[src/rtl/clock_pkg.sv]
// clock_pkg: shared setup-sequencer states, field indices and helpers.
package clock_pkg;
  typedef enum logic [2:0] {RUN, S_HOUR, S_MIN, S_DAY, S_MONTH, S_YEAR} state_t;
  localparam int FLD_HOUR = 0;
  localparam int FLD_MIN = 1;
  localparam int FLD_DAY = 2;
  localparam int FLD_MONTH = 3;
  localparam int FLD_YEAR = 4;
  localparam int N_FIELDS = 5;
  localparam int TO_W = 6;
  function automatic state_t next_mode(state_t s);
    return s == S_YEAR ? RUN : state_t'(s + 3'd1);
  endfunction
  // Field index is state - 1, so the selected field's bit is cleared.
  function automatic logic [N_FIELDS-1:0] field_sel_n(state_t s);
    return s == RUN ? '1 : ~(N_FIELDS'(1) << (s - 3'd1));
  endfunction
endpackage

[src/rtl/clock_setup_ctrl_if.sv]
// clock_setup_ctrl_if: front-panel inputs and field-counter controls.
interface clock_setup_ctrl_if;
  logic sec_tick, btn_mode, btn_up, btn_down;
  logic display, setup_hour, setup_min, setup_day, setup_month, setup_year;
  logic tick, inc_dec, blink;
  modport master(
    output sec_tick, btn_mode, btn_up, btn_down,
    input display, setup_hour, setup_min, setup_day, setup_month, setup_year, tick, inc_dec, blink
  );
  modport slave(
    input sec_tick, btn_mode, btn_up, btn_down,
    output display, setup_hour, setup_min, setup_day, setup_month, setup_year, tick, inc_dec, blink
  );
endinterface

[src/rtl/btn_repeat.sv]
// btn_repeat: press-edge detect plus auto-repeat for one held button.
module btn_repeat #(
  parameter int DELAY = 50_000_000,
  parameter int RATE = 10_000_000
) (
  input  logic clk,
  input  logic rst,
  input  logic level,
  input  logic clear,
  output logic tick_pulse
);
  localparam int W = $clog2(DELAY + 1);
  logic prev;
  logic [W-1:0] cnt;
  logic expire;
  assign expire = level && cnt == W'(DELAY);
  assign tick_pulse = ~clear & ((level & ~prev) | expire);
  // After the first expiry, reload so the next one lands RATE cycles later.
  always_ff @(posedge clk or negedge rst)
    if (!rst) begin
      prev <= 1'b0;
      cnt <= '0;
    end else begin
      prev <= level;
      cnt <= (clear || !level) ? '0 : expire ? W'(DELAY - RATE + 1) : cnt + 1'b1;
    end
endmodule

[src/rtl/clock_setup_ctrl.sv]
// clock_setup_ctrl: button-driven setup sequencer with auto-repeat, timeout and blink.
module clock_setup_ctrl
  import clock_pkg::*;
#(
  parameter int REPEAT_DELAY = 50_000_000,
  parameter int REPEAT_RATE = 10_000_000,
  parameter int TIMEOUT_SEC = 30
) (
  input logic clk,
  input logic rst,
  clock_setup_ctrl_if.slave bus
);
  state_t state, state_n;
  logic mode_prev, mode_edge, in_setup, timeout, clr, up_p, dn_p, tick_n;
  logic [TO_W-1:0] to_cnt;
  logic [N_FIELDS-1:0] sel_q;
  assign in_setup = state != RUN;
  assign mode_edge = bus.btn_mode & ~mode_prev;
  assign timeout = in_setup && to_cnt == TO_W'(TIMEOUT_SEC);
  // Mode, timeout and both-held all cancel adjust and restart the repeat delay.
  assign clr = ~in_setup | mode_edge | timeout | (bus.btn_up & bus.btn_down);
  btn_repeat #(.DELAY(REPEAT_DELAY), .RATE(REPEAT_RATE)) u_up (
    .clk(clk), .rst(rst), .level(bus.btn_up), .clear(clr), .tick_pulse(up_p)
  );
  btn_repeat #(.DELAY(REPEAT_DELAY), .RATE(REPEAT_RATE)) u_dn (
    .clk(clk), .rst(rst), .level(bus.btn_down), .clear(clr), .tick_pulse(dn_p)
  );
  always_comb begin
    state_n = timeout ? RUN : mode_edge ? next_mode(state) : state;
    tick_n = up_p | dn_p;
  end
  always_ff @(posedge clk or negedge rst)
    if (!rst) begin
      state <= RUN;
      mode_prev <= 1'b0;
      to_cnt <= '0;
      sel_q <= '1;
      bus.display <= 1'b0;
      bus.tick <= 1'b0;
      bus.inc_dec <= 1'b1;
      bus.blink <= 1'b0;
    end else begin
      state <= state_n;
      mode_prev <= bus.btn_mode;
      to_cnt <= (!in_setup || timeout || bus.btn_mode || bus.btn_up || bus.btn_down) ? '0
              : to_cnt + TO_W'(bus.sec_tick);
      sel_q <= field_sel_n(state_n);
      bus.display <= state_n != RUN;
      bus.tick <= tick_n;
      bus.inc_dec <= tick_n ? up_p : bus.inc_dec;
      bus.blink <= state_n == RUN ? 1'b0 : tick_n ? 1'b1 : bus.blink ^ bus.sec_tick;
    end
  assign bus.setup_hour = sel_q[FLD_HOUR];
  assign bus.setup_min = sel_q[FLD_MIN];
  assign bus.setup_day = sel_q[FLD_DAY];
  assign bus.setup_month = sel_q[FLD_MONTH];
  assign bus.setup_year = sel_q[FLD_YEAR];
endmodule

[src/flat_wrapper.sv]
// flat-port wrapper written by rule: the top's interface ports become plain ports
module clock_setup_ctrl_flat import clock_pkg::*;
#(
  parameter int REPEAT_DELAY = 50_000_000,
  parameter int REPEAT_RATE = 10_000_000,
  parameter int TIMEOUT_SEC = 30
)
  (clk, rst, bus_sec_tick, bus_btn_mode, bus_btn_up, bus_btn_down, bus_display, bus_setup_hour, bus_setup_min, bus_setup_day, bus_setup_month, bus_setup_year, bus_tick, bus_inc_dec, bus_blink);
  clock_setup_ctrl_if bus_i ();
  input logic clk;
  input logic rst;
  input wire logic [$bits(bus_i.sec_tick)-1:0] bus_sec_tick;
  input wire logic [$bits(bus_i.btn_mode)-1:0] bus_btn_mode;
  input wire logic [$bits(bus_i.btn_up)-1:0] bus_btn_up;
  input wire logic [$bits(bus_i.btn_down)-1:0] bus_btn_down;
  output wire logic [$bits(bus_i.display)-1:0] bus_display;
  output wire logic [$bits(bus_i.setup_hour)-1:0] bus_setup_hour;
  output wire logic [$bits(bus_i.setup_min)-1:0] bus_setup_min;
  output wire logic [$bits(bus_i.setup_day)-1:0] bus_setup_day;
  output wire logic [$bits(bus_i.setup_month)-1:0] bus_setup_month;
  output wire logic [$bits(bus_i.setup_year)-1:0] bus_setup_year;
  output wire logic [$bits(bus_i.tick)-1:0] bus_tick;
  output wire logic [$bits(bus_i.inc_dec)-1:0] bus_inc_dec;
  output wire logic [$bits(bus_i.blink)-1:0] bus_blink;
  assign bus_i.sec_tick = bus_sec_tick;
  assign bus_i.btn_mode = bus_btn_mode;
  assign bus_i.btn_up = bus_btn_up;
  assign bus_i.btn_down = bus_btn_down;
  assign bus_display = bus_i.display;
  assign bus_setup_hour = bus_i.setup_hour;
  assign bus_setup_min = bus_i.setup_min;
  assign bus_setup_day = bus_i.setup_day;
  assign bus_setup_month = bus_i.setup_month;
  assign bus_setup_year = bus_i.setup_year;
  assign bus_tick = bus_i.tick;
  assign bus_inc_dec = bus_i.inc_dec;
  assign bus_blink = bus_i.blink;
  clock_setup_ctrl #(.REPEAT_DELAY(REPEAT_DELAY), .REPEAT_RATE(REPEAT_RATE), .TIMEOUT_SEC(TIMEOUT_SEC)) u_core (.clk(clk), .rst(rst), .bus(bus_i));
endmodule
[config.mk]
export PLATFORM = sky130hd
export DESIGN_NAME = clock_setup_ctrl_flat
export DESIGN_NICKNAME = d
export VERILOG_FILES = /design/src/rtl/clock_pkg.sv /design/src/rtl/clock_setup_ctrl_if.sv /design/src/rtl/btn_repeat.sv /design/src/rtl/clock_setup_ctrl.sv /design/src/flat_wrapper.sv
export SDC_FILE = /design/constraint.sdc
export NUM_CORES = 1
export LEC_CHECK = 0
export ABC_CLOCK_PERIOD_IN_PS = 1500
export CAP_MARGIN = 20
export CORE_AREA = 5 5 72 107
export CTS_BUF_LIST = sky130_fd_sc_hd__clkbuf_4
export CTS_CLUSTER_DIAMETER = 120
export DETAILED_ROUTE_END_ITERATION = 8
export DIE_AREA = 0 0 77 112
export PLACE_DENSITY_LB_ADDON = 0.2
export SLEW_MARGIN = 10
export SYNTH_ARGS = -nofsm -noshare
export SYNTH_HDL_FRONTEND = slang
export SYNTH_SLANG_ARGS = --single-unit
export TNS_END_PERCENT = 20
[constraint.sdc]
create_clock -name clk -period 1.5 [get_ports clk]
set_input_delay 0.225 -clock clk [delete_from_list [all_inputs] [get_ports clk]]
set_output_delay 0.225 -clock clk [all_outputs]
set_load 0.01 [all_outputs]
# ---- Word level (Yosys, flattened, before mapping)
# Cells that the tools add are included.
dict set report op_classes {
  reduce_logical 15
  addsub 5
  n_mux 11
  bitwise 19
  shift 1
  eq_ne 4
}
# op count
set ops {}
lappend ops {{26-bit two-way mux} 4}
lappend ops {{26-bit by 1-bit adder with 26-bit output, second input constant} 2}
lappend ops {{26-bit == test, second input constant} 2}
lappend ops {{3-bit two-way mux} 3}
lappend ops {{6-bit by 1-bit adder with 6-bit output} 1}
lappend ops {{1-bit bitwise AND} 6}
lappend ops {{6-bit by 5-bit == test with 1-bit output, second input constant} 1}
lappend ops {{1-bit logical OR} 6}
lappend ops {{6-bit two-way mux} 1}
lappend ops {{1-bit OR} 6}
lappend ops {{3-bit nonzero test} 2}
lappend ops {{5-bit two-way mux} 1}
lappend ops {{1-bit inverter} 5}
lappend ops {{5-bit inverter} 1}
lappend ops {{1-bit by 3-bit left shift with 5-bit output, first input constant} 1}
lappend ops {{3-bit by 1-bit adder with 3-bit output, second input constant} 1}
lappend ops {{3-bit == test, second input constant} 1}
lappend ops {{1-bit logical AND} 3}
lappend ops {{1-bit zero test} 3}
lappend ops {{3-bit zero test} 1}
lappend ops {{3-bit by 1-bit subtractor with 3-bit output, second input constant} 1}
lappend ops {{1-bit two-way mux} 2}
lappend ops {{1-bit bitwise XOR} 1}
dict set report word_totals {
  elab_cells 67
  inputBits 6
  output_inout_bits 9
  ff_bits 73
}

# ---- Logic depth before layout (Yosys ltp)
# Gate-level depths: netlist of the first run.
dict set report logic_depth {
  depth_word 10
  mapped_depth 9
  ltp_nobuf 7
}

# ---- Modules after synthesis
# From an unflattened synthesis of the first run, not the netlist that was laid out.
dict set report hier_totals {
  hier_cells 390
  area_unflattened_um2 3851.2
}
# module area_per_inst_um2 n_inst seq_area_each_um2 cells_each
set modules_own_cells {}
lappend modules_own_cells {btn_repeat 1450.1 2 675.6 150}
lappend modules_own_cells {clock_setup_ctrl 950.9 1 483.0 90}

# ---- Worst setup path before layout of the first run
# No wires, ideal clock.
dict set report synth_timing {
  path_kind {register to register}
  from {reg u_core.u_dn.cnt[2]}
  to {reg u_core.u_dn.cnt[10]}
  setup_ps 119
  synth_period_minus_slack_ps 1692
  required_time_ps 1381
  slack_ps -192
  arrival_ps 1573
  path_buffers 3
  path_stages_with_launch 9
  cell_sequence {dfrtp_1 -> buf_6 -> nor4_2 -> nand4_1 -> or3_1 -> nand2b_1 -> buf_4 -> buf_6 -> nor2_1}
}
dict set report synth_between {
  elab_chain_len 4
  word_cells_on_any_way 5
  classes_between {add/sub (1); eq/ne (1); mux (2); reduce/logical (1)}
}
# item line
set synth_lines {}
lappend synth_lines {{from (decl)} btn_repeat.sv:14} ;# logic [W-1:0] cnt;
lappend synth_lines {{from (signal assigned)} btn_repeat.sv:25} ;# cnt <= (clear || !level) ? '0 : expire ? W'(DELAY - RATE + 1) : cnt + 1'b1;
lappend synth_lines {{branches (longest 2 deep; another with 26-bit by 1-bit adder with 26-bit output)} -}
lappend synth_lines {{26-bit two-way mux * (2 in a row)} btn_repeat.sv:25}
# Mark *: on every way between the ends.
# A chain may end at the register's enable or synchronous reset.

# ---- Worst setup path after layout of the first run
dict set report layout_timing {
  from {reg u_core.u_dn.cnt[6]}
  to {reg u_core.bus.inc_dec}
}
dict set report layout_between {
  elab_chain_len 5
}
# item line
set layout_lines {}
lappend layout_lines {{26-bit == test} btn_repeat.sv:16} ;# assign expire = level && cnt == W'(DELAY);
lappend layout_lines {{1-bit logical AND} btn_repeat.sv:16}
lappend layout_lines {{1-bit OR} btn_repeat.sv:17} ;# assign tick_pulse = ~clear & ((level & ~prev) | expire);
lappend layout_lines {{1-bit bitwise AND} btn_repeat.sv:17}
lappend layout_lines {{1-bit OR} clock_setup_ctrl.sv:30} ;# tick_n = up_p | dn_p;
lappend layout_lines {{to (signal assigned)} clock_setup_ctrl.sv:50} ;# bus.inc_dec <= tick_n ? up_p : bus.inc_dec;
lappend layout_lines {{to (decl)} clock_setup_ctrl_if.sv:12} ;# output display, setup_hour, setup_min, setup_day, setup_month, setup_year, tick, inc_dec, blink
# Every way passes these cells.

==> results of run 1 <==
==> synthesized netlist by cell type (4+ instances only) <==
master	instances	area share
dfrtp_1	67	0.47
a21oi_1	8	0.011
nand3_1	29	0.040
dfstp_2	6	0.044
xnor2_1	12	0.029
nor2_1	68	0.071
ha_1	6	0.021
xor2_1	41	0.10
buf_2	4	0.0056
and4_1	7	0.017
clkbuf_1	4	0.0042
and3_1	10	0.017
a21o_1	4	0.0084
nand2_1	25	0.026
nor3_1	4	0.0056
nor4_4	4	0.024
inv_1	12	0.013
nand4_1	16	0.028
==> per-stage QoR <==
stage | setup slack, ns | power [mW]
6_report | -0.3074 | 4.252
5_1_grt | -0.3616 | 4.498
4_1_cts | -0.1888 | 4.284
3_5_place_dp | -0.2846 | 3.098
3_3_place_gp | -0.2878 | 3.082
2_1_floorplan | -0.1582 | 2.624
==> cell type report <==
cell class                      count  area [um^2]  share of cell area
Clock inverter                      6        58.81             0.01190
Sequential cell                    73         1834              0.3711
Multi-Input combinational cell    261         1863              0.3770
Clock buffer                       10        75.07             0.01519
Inverter                           12        45.04            0.009114
Tap cell                           78        97.59             0.01975
Timing Repair Buffer              117        968.4              0.1959
==> sequential cells by signal, indices dropped and copies added (netlist names), 3 cells and up <==
| name | cells |
|---|---|
| u_core.state | 3 |
| u_core.sel_q | 5 |
| u_core.u_up.cnt | 26 |
| u_core.to_cnt | 6 |
| u_core.u_dn.cnt | 26 |
==> path summary, 6_finish.rpt <==
| kind | startpoint | slack, ns | cells past startpoint | endpoint |
|---|---|---|---|---|
| setup / recovery | u_core.u_dn.cnt[6] | -0.31 | 5 | u_core.bus.inc_dec |
| hold / removal | rst | 0.19 | 2 | u_core.u_up.cnt[15] |
| setup reg to reg | u_core.u_dn.cnt[6] | -0.31 | 5 | u_core.bus.inc_dec |
| hold reg to reg | u_core.u_dn.cnt[0] | 0.53 | 1 | u_core.u_dn.cnt[0] |
| max in group asynchronous | rst | 0.82 | 3 | u_core.sel_q[1] |
| min in group clk | bus_btn_mode | 0.40 | 2 | u_core.mode_prev |
==> power by group through the flow <==
| stage | Clock, mW | Combinational (mW) | Sequential [mW] |
|---|---|---|---|
| floorplan | 0 | 0.342 | 2.28 |
| global placement | 0 | 0.831 | 2.25 |
| detailed placement | 0 | 0.840 | 2.26 |
| CTS | 1.24 | 0.826 | 2.21 |
| global route | 1.34 | 0.920 | 2.24 |
| finish | 1.20 | 0.832 | 2.22 |
==> cells by family (layout without fill, tap and decap cells) <==
group                    Yosys count  count (layout)  share of synthesized area
AND/OR/NAND/NOR                  186             186                     0.2793
AO/OA/AOI/OAI                     16              16                    0.02926
flip-flops                        73              73                     0.5106
adder cells (fa/ha/maj)            6               6                    0.02090
buffers and inverters             23             145                    0.03065
XOR/XNOR                          53              53                     0.1292
==> per-layer routing <==
layer | GRT usage | part of all wire | wire (um)
met2 | 0.3534 | 0.55 | 4413
met4 | 0.07683 | 0.033 | 266
met3 | 0.04935 | 0.024 | 191
met5 | 0 | 0 | 0
met1 | 0.2106 | 0.39 | 3109
==> what timing repair did <==
action,CTS,global route
hold buffers,1,0
pin swaps,23,7
gates resized for setup,41,24
endpoints found under the hold margin,67,0
buffers inserted,5,2
gates cloned,1,0
endpoints found under the setup margin,64,59
==> summary.md, run 1 <==
| Metric | Value |
|---|---|
| Tcrit/Tclk final | 1.205 |
| # nets final | 486 |
| PD cells | between 800 and 900 nW/um^2 |
| Worst path top cell family by delay | simple AND/OR/NAND/NOR gates |
| H-tree depth | 3 |
| Cell Count, Final, Fillers Out | 557 |
| Crit Path Class | register to register |
| Initial Util | 0.5351 |
| Synth warn | 0 |
| Worst path max stage delay | around 0.46 ns |
| Residual DRC | 0 |
| Most frequent cells in the layout | 92 x buf_4, 67 x dfrtp_1, 62 x nor2_1, 41 x xor2_1, 24 x nand2_1 |
| Area delta synth->final | 37.58% |
| Num Clock Sinks | between 70 and 80 |
| DR vias/cell | 5.255 |
| Violated checks | negative setup slack |
| PortBufs | 14 |
| Die span in x | ~77 um |
| Initial DRC count | approximately 140 |
| Global route overflow | 0 |
| Maximum VDD drop | between 600 and 700 uV |
| Largest net degree at the start of global routing | 31 |
| WP data required | around 1.9 ns |
| Int Pwr | 3.063 mW |
| Synth Cell Area | around 3600 um^2 |
| Status | finished, violations left |
| Net Sw Power | 1.189 mW |
| Total GRT Usage | 0.1937 |
| Number of synthesized register bits | between 70 and 80 |
| Iteration count of the initial detailed-routing pass | 5 |
| Crit start category | register |
| # placed instances | around 530 |
| Vias | 2927 |
| Routed wire length per instance | 14.33 um |
| Placed cell areas | roughly 4500 um^2 |
| CP max FO | 3 |
| FILL cells | about 470 |
| Setup TNS | -7.698 ns |
| RSZ-0062 raised after global routing | yes |
| Post-route cell area | 4942 um^2 |
| Number of placed I/O pins | 15 |
| Worst-path cell chain | nor4_4 > nand4_1 > or3_4 > a21o_1 > a21bo_1 |
| DRT antenna net count | 0 |
| Switching Share | 0.2796 |
| RD Place Congestion | slightly below 0.8 |
| Hold WS | ~0.19 ns |
| Clock Skew | 0.02170 ns |
| Fin worst setup slack | -0.3074 ns |
| Full die area | 8624 um^2 |
| Slew margin rel. | 0.7901 |
| Syn_nets | ~370 |
| Combinational group share of total power | 0.196 |
| Layout cell share with drive strength beyond 1 | 0.3486 |
| Max clock buf depth | 2 |
| Fin crit period | between 1.5 and 2 ns |
| Arrival @ worst endpoint | between 2 and 2.5 ns |
| Die Span Y | around 110 um |
| First-pass GRT wire length | 13.46 mm |
| Crit. End Element | register |
| Max cap viols | 0 |
| Num rows | 37 |
| Finished Core Util | 0.7363 |
| Synth unique cells | 39 |
| Post-synth EDFFs | 0 |
| Initial antenna violation count | 0 |
| Register area share after synthesis | 0.5106 |
| Cells after synthesis | approximately 360 |
| Worst slew pin tran | approximately 0.31 ns |
| Top FF cell, synth | dfrtp_1 |
| Count of final setup violators | 54 |
| Hold crit path type | input port to asynchronous set/reset pin |
| Synth async-reset ratio | 1.000 |
| Vias in the first global route | 3019 |
| Clock transition at path regs | ~0.11 ns |
| Routed wire length | between 7 and 8 mm |
| CP bufs+invs | 0 |
| P_leak | between 2 and 2.5 nW |
| Root Buffer | clkbuf_4 |
| Core box area | 6713 um^2 |
| Flop pwr share | 0.521 |
| Clk_lat worst skew | 0.44 ns |
| Post-DP HPWL | roughly 5.5 mm |
| CTS tree | built |
| Most common cell after layout, fill and taps aside | buf_4 |
| CTS buffer count | 9 |
| Highest Clock Rate | approximately 550 MHz |
| Post-Synthesis Mean Instance Area | between 10 and 15 um^2 |
| Ant diodes | 0 |
| Crit-path slowest cell | or3_4 |
| Max Transition Viols Final | 0 |
| Hold Vio Cnt, Final | 0 |
| Part of the power in the clock network | 0.283 |
No activity file was read; power rests on OpenSTA's default activity.
==> inputs of run 2 (changes only) <==
--- a/config.mk
+++ b/config.mk
@@ -13,7 +13,6 @@
 export DETAILED_ROUTE_END_ITERATION = 8
 export DIE_AREA = 0 0 77 112
 export PLACE_DENSITY_LB_ADDON = 0.2
-export SLEW_MARGIN = 10
 export SYNTH_ARGS = -nofsm -noshare
 export SYNTH_HDL_FRONTEND = slang
 export SYNTH_SLANG_ARGS = --single-unit
==> results of run 2 <==
Same layout as run 1: the final DEF is identical, and so are final timing and power.
